===== src/rtl/mem_dump_reader_pkg.sv =====
// Shared constants for the memory dump reader: FSM state encodings,
// word size in bytes and the checksum sentinel address.
package mem_dump_reader_pkg;

   typedef enum logic [2:0] {
      IDLE = 3'd0,
      READ = 3'd1,
      WAIT = 3'd2,
      SEND = 3'd3,
      DONE = 3'd4,
      CSUM = 3'd5
   } state_t;

   localparam int unsigned WORD_BYTES = 4;

   // Wide enough for any address width in use; the top slices it down.
   localparam logic [63:0] CSUM_SENTINEL = '1;

endpackage


===== src/rtl/mem_dump_reader.sv =====
// Walks a word range of memory through a dedicated read port and streams each word
// over valid/ready. Define MEM_DUMP_CHECKSUM_EN to append an XOR checksum word.
module mem_dump_reader
   import mem_dump_reader_pkg::*;
#(
   parameter int ADDR_WIDTH  = 32,
   parameter int DATA_WIDTH  = 32,
   parameter int COUNT_WIDTH = 16
) (
   input  logic                   clock,
   input  logic                   reset,
   input  logic                   start,
   input  logic [ADDR_WIDTH-1:0]  base_addr,
   input  logic [COUNT_WIDTH-1:0] word_count,
   output logic                   mem_rd,
   output logic [ADDR_WIDTH-1:0]  mem_addr,
   input  logic [DATA_WIDTH-1:0]  mem_rdata,
   output logic                   out_valid,
   input  logic                   out_ready,
   output logic [ADDR_WIDTH-1:0]  out_addr,
   output logic [DATA_WIDTH-1:0]  out_data,
   output logic                   busy,
   output logic                   done
);

   state_t                 state_reg, state_next;
   logic [ADDR_WIDTH-1:0]  addr_reg, addr_next;
   logic [COUNT_WIDTH-1:0] count_reg, count_next;
   logic [ADDR_WIDTH-1:0]  mem_addr_reg;
   logic [ADDR_WIDTH-1:0]  out_addr_reg;
   logic [DATA_WIDTH-1:0]  out_data_reg;
   logic [ADDR_WIDTH-1:0]  aligned_base;
   state_t                 after_last;

   assign aligned_base = base_addr & ~ADDR_WIDTH'(WORD_BYTES - 1);

`ifdef MEM_DUMP_CHECKSUM_EN
   logic [DATA_WIDTH-1:0] csum_reg;
   assign after_last = CSUM;
`else
   assign after_last = DONE;
`endif

   always_comb begin
      state_next = state_reg;
      addr_next  = addr_reg;
      count_next = count_reg;
      case (state_reg)
         IDLE: begin
            if (start) begin
               if (word_count != '0) begin
                  addr_next  = aligned_base;
                  count_next = word_count;
                  state_next = READ;
               end else begin
                  state_next = after_last;
               end
            end
         end
         READ: state_next = WAIT;
         WAIT: state_next = SEND;
         SEND: begin
            if (out_ready) begin
               count_next = count_reg - COUNT_WIDTH'(1);
               addr_next  = addr_reg + ADDR_WIDTH'(WORD_BYTES);
               state_next = (count_reg == COUNT_WIDTH'(1)) ? after_last : READ;
            end
         end
`ifdef MEM_DUMP_CHECKSUM_EN
         CSUM: begin
            if (out_ready) begin
               state_next = DONE;
            end
         end
`endif
         DONE:    state_next = IDLE;
         default: state_next = IDLE;
      endcase
   end

   always_ff @(posedge clock or negedge reset) begin
      if (!reset) begin
         state_reg    <= IDLE;
         addr_reg     <= '0;
         count_reg    <= '0;
         mem_addr_reg <= '0;
         out_addr_reg <= '0;
         out_data_reg <= '0;
      end else begin
         state_reg <= state_next;
         addr_reg  <= addr_next;
         count_reg <= count_next;
         // mem_addr only moves when a read is about to issue, so it holds otherwise.
         if (state_next == READ) begin
            mem_addr_reg <= addr_next;
         end
         if (state_reg == WAIT) begin
            out_addr_reg <= addr_reg;
            out_data_reg <= mem_rdata;
         end
      end
   end

`ifdef MEM_DUMP_CHECKSUM_EN
   always_ff @(posedge clock or negedge reset) begin
      if (!reset) begin
         csum_reg <= '0;
      end else if (state_reg == IDLE && start) begin
         csum_reg <= '0;
      end else if (state_reg == SEND && out_ready) begin
         csum_reg <= csum_reg ^ out_data_reg;
      end
   end

   assign out_valid = (state_reg == SEND) || (state_reg == CSUM);
   assign out_addr  = (state_reg == CSUM) ? CSUM_SENTINEL[ADDR_WIDTH-1:0] : out_addr_reg;
   assign out_data  = (state_reg == CSUM) ? csum_reg : out_data_reg;
   assign busy      = (state_reg == READ) || (state_reg == WAIT) ||
                      (state_reg == SEND) || (state_reg == CSUM);
`else
   assign out_valid = (state_reg == SEND);
   assign out_addr  = out_addr_reg;
   assign out_data  = out_data_reg;
   assign busy      = (state_reg == READ) || (state_reg == WAIT) || (state_reg == SEND);
`endif

   assign mem_rd   = (state_reg == READ);
   assign mem_addr = mem_addr_reg;
   assign done     = (state_reg == DONE);

endmodule


===== config.mk =====
export PLATFORM = sky130hd
export DESIGN_NAME = mem_dump_reader
export DESIGN_NICKNAME = d
export VERILOG_FILES = /design/src/rtl/mem_dump_reader_pkg.sv /design/src/rtl/mem_dump_reader.sv
export SDC_FILE = /design/constraint.sdc
export NUM_CORES = 1
export LEC_CHECK = 0
export ABC_CLOCK_PERIOD_IN_PS = 2800
export BUFFER_PORTS_ARGS = -buffer_cell sky130_fd_sc_hd__buf_2
export CAP_MARGIN = 20
export CORE_MARGIN = 2
export CORE_UTILIZATION = 53
export CTS_BUF_LIST = sky130_fd_sc_hd__clkbuf_16
export DETAILED_ROUTE_END_ITERATION = 10
export GPL_TIMING_DRIVEN = 0
export PLACE_DENSITY = 0.78
export SKIP_LAST_GASP = 1
export SYNTH_ARGS = -nofsm -noshare
export SYNTH_HDL_FRONTEND = slang
export SYNTH_SLANG_ARGS = --single-unit

===== constraint.sdc =====
create_clock -name clock -period 2.8 [get_ports clock]
set_input_delay 0.42 -clock clock [delete_from_list [all_inputs] [get_ports clock]]
set_output_delay 0.42 -clock clock [all_outputs]
set_load 0.02 [all_outputs]

==> results of run 1 <==
## metal layers
layer	vias to the layer above	GRT usage	wire length [µm]
li1	2757	-	-
met3	53	0.0705	1760
met4	0	0.133	582
met1	3039	0.388	8150
met5	-	0	0
met2	332	0.468	9720
## worst max-delay path: cells and delay by family (launching register included)
kind | cells | cell delay [ps]
DFF | 1 | 380
buffers and inverters | 4 | 1360
and+or+nand+nor | 1 | 220
## power by group
part / leakage, µW / switching (µW) / internal (µW) / total [µW]
logic: 0.00197 / 2900 / 1940 / 4840
clock network: 0.000276 / 938 / 1320 / 2250
registers: 0.00183 / 763 / 3090 / 3850
## through the flow
step / area, µm² / hold slack (ps) / setup TNS, ps
floorplan: 6930 / 124 / 0
global placement: 8040 / 477 / -100190
detailed placement: 8080 / 444 / -2210
CTS: 8670 / 211 / -112
global route: 8690 / 208 / -784
finish: 8690 / 217 / -8.37
## cell usage in the layout (no fill, tap or decap), types with 21 or more instances in the layout
cell | netlist | routed
dfrtp_1 | 147 | 147
clkbuf_1 | 31 | 25
mux2_2 | 66 | 66
nand2_1 | 33 | 32
nor3_1 | 31 | 31
a31oi_1 | 21 | 21
nor2_1 | 39 | 38
o21ai_0 | 32 | 32
a21oi_1 | 26 | 26
buf_2 | 2 | 181
## cell families after synthesis
logic type	synth area share
AO/OA/AOI/OAI	0.126
adder cells (fa/ha/maj)	0.00542
buffers and inverters	0.0296
flip-flops	0.531
multiplexers	0.146
AND/OR/NAND/NOR	0.162
## cell type report
class                           count  area [µm²]  share of cell area
Inverter                            8        30.0             0.00346
Multi-Input combinational cell    428        3060               0.352
Timing Repair Buffer              182         945               0.109
Sequential cell                   147        3680               0.423
Clock buffer                       17         425              0.0490
Clock inverter                     15         156              0.0180
Tap cell                          172         215              0.0248
Buffer                             38         180              0.0207
## what timing repair did
action / in CTS / in global routing
hold buffers: 1 / 0
gates cloned: 0 / 0
gates resized for setup: 2 / 13
hold endpoints to repair: 17 / 0
setup endpoints to repair: 19 / 49
## cells in the mapped netlist, types with 3 or more instances
library cell    n
nand2b_1        3
o2bb2ai_1       5
clkbuf_1       31
a32oi_1         3
and4_1          5
and2_1          6
ha_1            3
a21oi_1        26
a41oi_1         7
or2_2           5
nand2_1        33
nand3_1        18
inv_1           8
or4_1           7
mux2_2         66
a22oi_1         7
o21ai_0        32
a221o_1         5
nor4_1         19
buf_1           3
a31oi_1        21
mux2_4         16
nand4_1         9
or3_1           6
dfrtp_1       147
o41ai_1         3
and3_1         16
a211o_1         3
o22a_1          3
nor2_1         39
nor3_1         31
mux2i_1         3
## final timing paths
| kind | endpoint | slack, ps | from |
|---|---|---|---|
| max in group asynchronous | out_data[12] | 1450 | reset |
| max | out_valid | -8 | state_reg[0] |
| max reg2reg | out_addr[24] | 60 | state_reg[2] |
| min in group asynchronous | out_addr[26] | 540 | reset |
| min | out_data[0] | 220 | mem_rdata[0] |
| min reg2reg | out_addr[20] | 500 | out_addr[20] |
==> results by group, run 1 <==
Critical path
  • Worst-path fanout max: 15
  • Critical Path AT: around 2400 ps
  • Critical path, cell by cell: clkbuf_1 > nand3b_1 > inv_1 > clkbuf_2 > buf_2
  • Crit Path Class: flip-flop to primary output
  • Critical path's slowest cell: inv_1
  • Max incr delay on CP: around 440 ps
  • Startpoint class of the critical path: flip-flop
  • R2r worst-path depth: 5
  • Data required, critical path: 2380 ps
  • Worst setup EP type: primary output

Placed design
  • Dpl hpwl: 14.4 mm
  • IO buf count: 180
  • Dpl cells: 975
  • Place WS: -198 ps
  • Placer Congestion: 0.919

Worst hold path
  • Worst min path class: input port to flip-flop
  • Hold depth: 2

Clock tree
  • Inserted Clock Buffers: 17
  • Clock slew at reported path FFs: 60 ps
  • Max Root-Sink Buffers: 2
  • Worst-Skew Late Latency: 440 ps
  • CTS tree: yes
  • Clock sink count: 147
  • Root buf cell: clkbuf_16
  • H-tree lvl count: 4
  • Setup Fix Bufs, Post-CTS: 0

Synth
  • Seq/Total Area, Yosys: 0.531
  • Post-synth ARST share: 1.00
  • Post-Syn Area: 0.00693 mm²
  • Synth Flop Type: dfrtp_1
  • Synthesized Nets: 709
  • Yosys cell types: just under 60
  • Flops & latches, synth: 147
  • Largest cells by area after synthesis: dfrtp_1 (53%), mux2_2 (11%), mux2_4 (3.5%)
  • Mapped Cells: 622
  • Syn. warnings: 0
  • Syn_area_per_cell: 11.1 µm²
  • Number of enable flip-flop cells after synthesis: 0
  • Synth top area share: 0.531
  • Cell taking the most area after synthesis: dfrtp_1

Power
  • Total power: around 11000 µW
  • VDD IR-drop max: 624 µV
  • Leakage Power: 0.00408 µW
  • Pwr Density: between 1000 and 1500 mW/mm²

Final layout
  • Core Util, Final: 0.686
  • # fillers: 998
  • Share of layout cells above drive strength 1: 0.382
  • Number of diodes: 0
  • Post-layout nets: approximately 910
  • Layout Cells excl Fill: 1007
  • Area delta synth->final: 25.5%

Drt
  • Vias: 6181
  • Iteration-0 DRC Markers: around 590
  • Final wirelength: 20.2 mm
  • Antenna Nets Post-Route: 0
  • Via/cell ratio: 6.14
  • DRC viols: 0
  • Pre-antenna DRT Iters: 5
  • Routed length per placed instance: 20.1 µm

STA
  • Clock skew: 12.3 ps
  • Final min period: 2810 ps
  • Slew margin rel.: 0.342
  • Max-slew violation count: 0
  • Period utilization: 1.00
  • FMAX: 356 MHz
  • Worst-Margin Slew: 984 ps
  • RSZ-0062 raised after global routing: true
  • Setup Viol. Count Final: 1
  • Final setup margin: -8.37 ps
  • Final Hold Viols: 0

Run
  • Max_cap viols: 0

Global routing
  • Vias in the first global route: 6315
  • GRT overflow: 0
  • Pin count of the biggest net entering global routing: 86
  • Overall routing resource usage: 0.296
  • Initial antenna violation count: 1
  • First-pass GRT wire length: between 30 and 40 mm

Die
  • DIE HEIGHT: 118 µm
  • Total core area: 0.0127 mm²
  • Ports: 184
  • Die area: 0.0140 mm²
  • Die X: 118 µm
  • Rows: 41
  • Initial Util: 0.547

Status
  • Outcome: finished, violations left
  • Failing checks: setup timing
Note: power is estimated with default switching activity, not from simulation.
==> run 2: changes to the inputs <==
--- a/config.mk
+++ b/config.mk
@@ -5,15 +5,16 @@
 export SDC_FILE = /design/constraint.sdc
 export NUM_CORES = 1
 export LEC_CHECK = 0
-export ABC_CLOCK_PERIOD_IN_PS = 2800
+export ABC_CLOCK_PERIOD_IN_PS = 2400
 export BUFFER_PORTS_ARGS = -buffer_cell sky130_fd_sc_hd__buf_2
 export CAP_MARGIN = 20
 export CORE_MARGIN = 2
-export CORE_UTILIZATION = 53
+export CORE_UTILIZATION = 48
 export CTS_BUF_LIST = sky130_fd_sc_hd__clkbuf_16
 export DETAILED_ROUTE_END_ITERATION = 10
 export GPL_TIMING_DRIVEN = 0
-export PLACE_DENSITY = 0.78
+export PLACE_DENSITY = 0.75
+export RECOVER_POWER = 100
 export SKIP_LAST_GASP = 1
 export SYNTH_ARGS = -nofsm -noshare
 export SYNTH_HDL_FRONTEND = slang
==> constraint.sdc (replaced) <==
create_clock -name clock -period 2.4 [get_ports clock]
set_input_delay 0.36 -clock clock [delete_from_list [all_inputs] [get_ports clock]]
set_output_delay 0.36 -clock clock [all_outputs]
set_load 0.02 [all_outputs]
==> run 2 against run 1 <==
Flip-flop and latch count unchanged. Wire length up 2.6%. Clock skew fell by 3.2 ps. Critical endpoint is now mem_addr[5]. Largest power group unchanged. Combinational power up 17%. Global-route usage shrank 2.9 points. Cell count increased by 2.4%. Design area is 1.6% higher. Highest routed layer unchanged. Worst setup slack lost 7.0 ps. Sequential share of layout area decreased by 0.63 points. Via count decreased by 0.57%. Critical path type is now flip-flop to flip-flop. The flow finishes with violations (capacitance limit, slew limit, setup timing).
==> results by group, run 2 (same netlist as run 1, synthesis figures left out) <==
Status
  • Outcome: finished, violations left (unchanged)
  • Failing checks: capacitance limit, slew limit, setup timing (was setup timing)

Clock tree
  • Clock slew at reported path FFs: 60 ps (about the same)
  • Clock sink count: 147 (unchanged)
  • Root buf cell: clkbuf_16 (unchanged)
  • Max Root-Sink Buffers: 2 (unchanged)
  • H-tree lvl count: 4 (unchanged)
  • Worst-Skew Late Latency: 420 ps (was 440 ps)
  • Inserted Clock Buffers: 17 (unchanged)
  • CTS tree: yes (unchanged)

Critical path
  • Critical Path AT: 2720 ps (was 2390 ps)
  • Startpoint class of the critical path: flip-flop (unchanged)
  • Crit Path Class: flip-flop to flip-flop (was flip-flop to primary output)
  • Worst-path fanout max: 6 (was 15)
  • Worst setup EP type: flip-flop (was primary output)
  • Data required, critical path: 2710 ps (was 2380 ps)

STA
  • Final Hold Viols: 0 (unchanged)
  • Clock skew: 9.13 ps (was 12.3 ps)
  • Final setup margin: -15.4 ps (was -8.37 ps)
  • Worst-Margin Slew: 1570 ps (was 984 ps)
  • RSZ-0062 raised after global routing: true (unchanged)
  • Max-slew violation count: 71 (was 0)
  • FMAX: 414 MHz
  • Setup Viol. Count Final: 6 (was 1)
  • Setup_tns: -62.1 ps (was -8.37 ps)
  • Period utilization: 1.01
  • Final min period: 2420 ps
  • Slew margin rel.: -0.0471 (was 0.342)

Power
  • Total power: 12700 µW (was 10900 µW)
  • Pwr Density: 1440 mW/mm² (was 1260 mW/mm²)
  • VDD IR-drop max: 703 µV (was 624 µV)
  • Switch Pwr: 5410 µW (was 4600 µW)
  • Sw frac: 0.427 (was 0.420)
  • Leakage Power: 0.00390 µW (was 0.00408 µW)
  • Internal power: 7270 µW (was 6340 µW)
  • Flop pwr share: 0.359 (was 0.352)
  • Clock share of power: 0.194 (was 0.206)
  • Comb pwr share: 0.447 (was 0.442)

Final layout
  • Most common cell after layout, fill and taps aside: dfrtp_1 (was buf_2)
  • Layout Cells excl Fill: 1031 (was 1007)
  • FF/Latch Area: 0.00368 mm² (about the same)
  • Post-layout nets: 924 (was 909)
  • Area delta synth->final: 27.4% (was 25.5%)
  • # fillers: 1195 (was 998)
  • Area of the multi-input gates: 0.00318 mm² (was 0.00306 mm²)
  • Commonest non-fill, non-tap cells in the layout: dfrtp_1 (145), clkbuf_1 (115), buf_2 (86), mux2_2 (66), nor2_1 (37) (was buf_2 (181), dfrtp_1 (147), mux2_2 (66), nor2_1 (38))
  • Final instance area: 0.00883 mm² (was 0.00869 mm²)
  • Share of layout cells above drive strength 1: 0.306 (was 0.382)

Placed design
  • Placed cell area: 0.00809 mm² (was 0.00808 mm²)
  • Dpl cells: 983 (was 975)
  • IO buf count: 180 (unchanged)
  • Placer Congestion: 0.886 (was 0.919)
  • Dpl hpwl: 14.7 mm (was 14.4 mm)

Global routing
  • Initial antenna violation count: 0 (was 1)
  • Most Used Layer, Global Route: met2 (unchanged)
  • Vias in the first global route: 5858 (was 6315)
  • First-pass GRT wire length: 31.1 mm (was 32.5 mm)
  • Overall routing resource usage: 0.267 (was 0.296)
  • Met2 usage: 0.416 (was 0.468)
  • Grt met1 use: 0.367 (was 0.388)
  • GRT overflow: 0 (unchanged)
  • Met3 Use GR: 0.0495 (was 0.0705)
  • Pin count of the biggest net entering global routing: 78 (was 86)

Drt
  • Routed length per placed instance: 20.1 µm (about the same)
  • Pre-antenna DRT Iters: 5 (unchanged)
  • Final wirelength: 20.7 mm (was 20.2 mm)
  • Vias: 6146 (was 6181)
  • Antenna Nets Post-Route: 0 (unchanged)
  • DRC viols: 0 (unchanged)
  • Iteration-0 DRC Markers: 699 (was 588)
  • Via/cell ratio: 5.96 (was 6.14)

Die
  • DIE HEIGHT: 124 µm (was 118 µm)
  • Die area: 0.0154 mm² (was 0.0140 mm²)
  • Ports: 184 (unchanged)
  • Die X: 124 µm (was 118 µm)
  • Rows: 43 (was 41)
  • Total core area: 0.0140 mm² (was 0.0127 mm²)
  • Initial Util: 0.495 (was 0.547)

Worst hold path
  • Worst min path class: input port to flip-flop (unchanged)

Run
  • Max_cap viols: 1 (was 0)
-- run 2: power by group through the flow --
stage	clock [µW]	combinational [µW]	sequential (µW)
after global routing	2590	6110	4690
after detailed placement	0	5570	4500
after global placement	0	5430	4420
after CTS	2490	5730	4480
final	2450	5670	4560
after floorplan	0	2910	5200
-- run 2: repair_timing --
item / CTS / global route
setup buffers: 6 / 10
hold buffers: 1 / 0
pin swaps: 2 / 6
gates cloned: 0 / 2
endpoints found under the setup margin: 125 / 112
resized for setup: 33 / 34
endpoints found under the hold margin: 70 / 0
-- run 2: worst max-delay path, stage by stage (launching register included) --
cell and delay (ps):
dfrtp_1 380, or4_4 540, nand2b_4 160, o41a_1 360, or2_1 240, buf_6 160, clkbuf_16 170, mux2_4 300
-- run 2: through the flow --
step / setup slack, ps / hold slack (ps) / utilization
after floorplan: -23.0 / 64.4 / -
after global placement: -1000 / 477 / 0.576
after detailed placement: -590 / 403 / 0.578
after CTS: -72.5 / 156 / 0.628
after global routing: -64.1 / 158 / 0.631
final: -15.4 / 167 / 0.631
-- run 2: layout make-up --
type	count	area share
antenna	1	0.000284
inverter	8	0.00340
multi-input combinational	428	0.360
timing repair buffer	200	0.110
sequential	147	0.417
clock buffer	17	0.0482
tap	180	0.0255
clock inverter	15	0.0130
buffer	35	0.0228
-- run 2: final timing paths --
kind	cells after the start	startpoint	to	slack, ps
hold / removal	2	mem_rdata[17]	out_data[17]	170
max in group asynchronous	3	reset	out_data[4]	390
setup reg to reg	7	count_reg[9]	mem_addr[5]	-20
setup / recovery	7	count_reg[9]	mem_addr[5]	-20
hold reg to reg	1	addr_reg[0]	out_addr[0]	500
min in group asynchronous	2	reset	count_reg[9]	890
-- run 2: routing by layer --
layer	up-vias	routed length, µm
met3	46	1540
li1	2791	-
met4	0	552
met5	-	0
met2	293	10300
met1	3016	8360
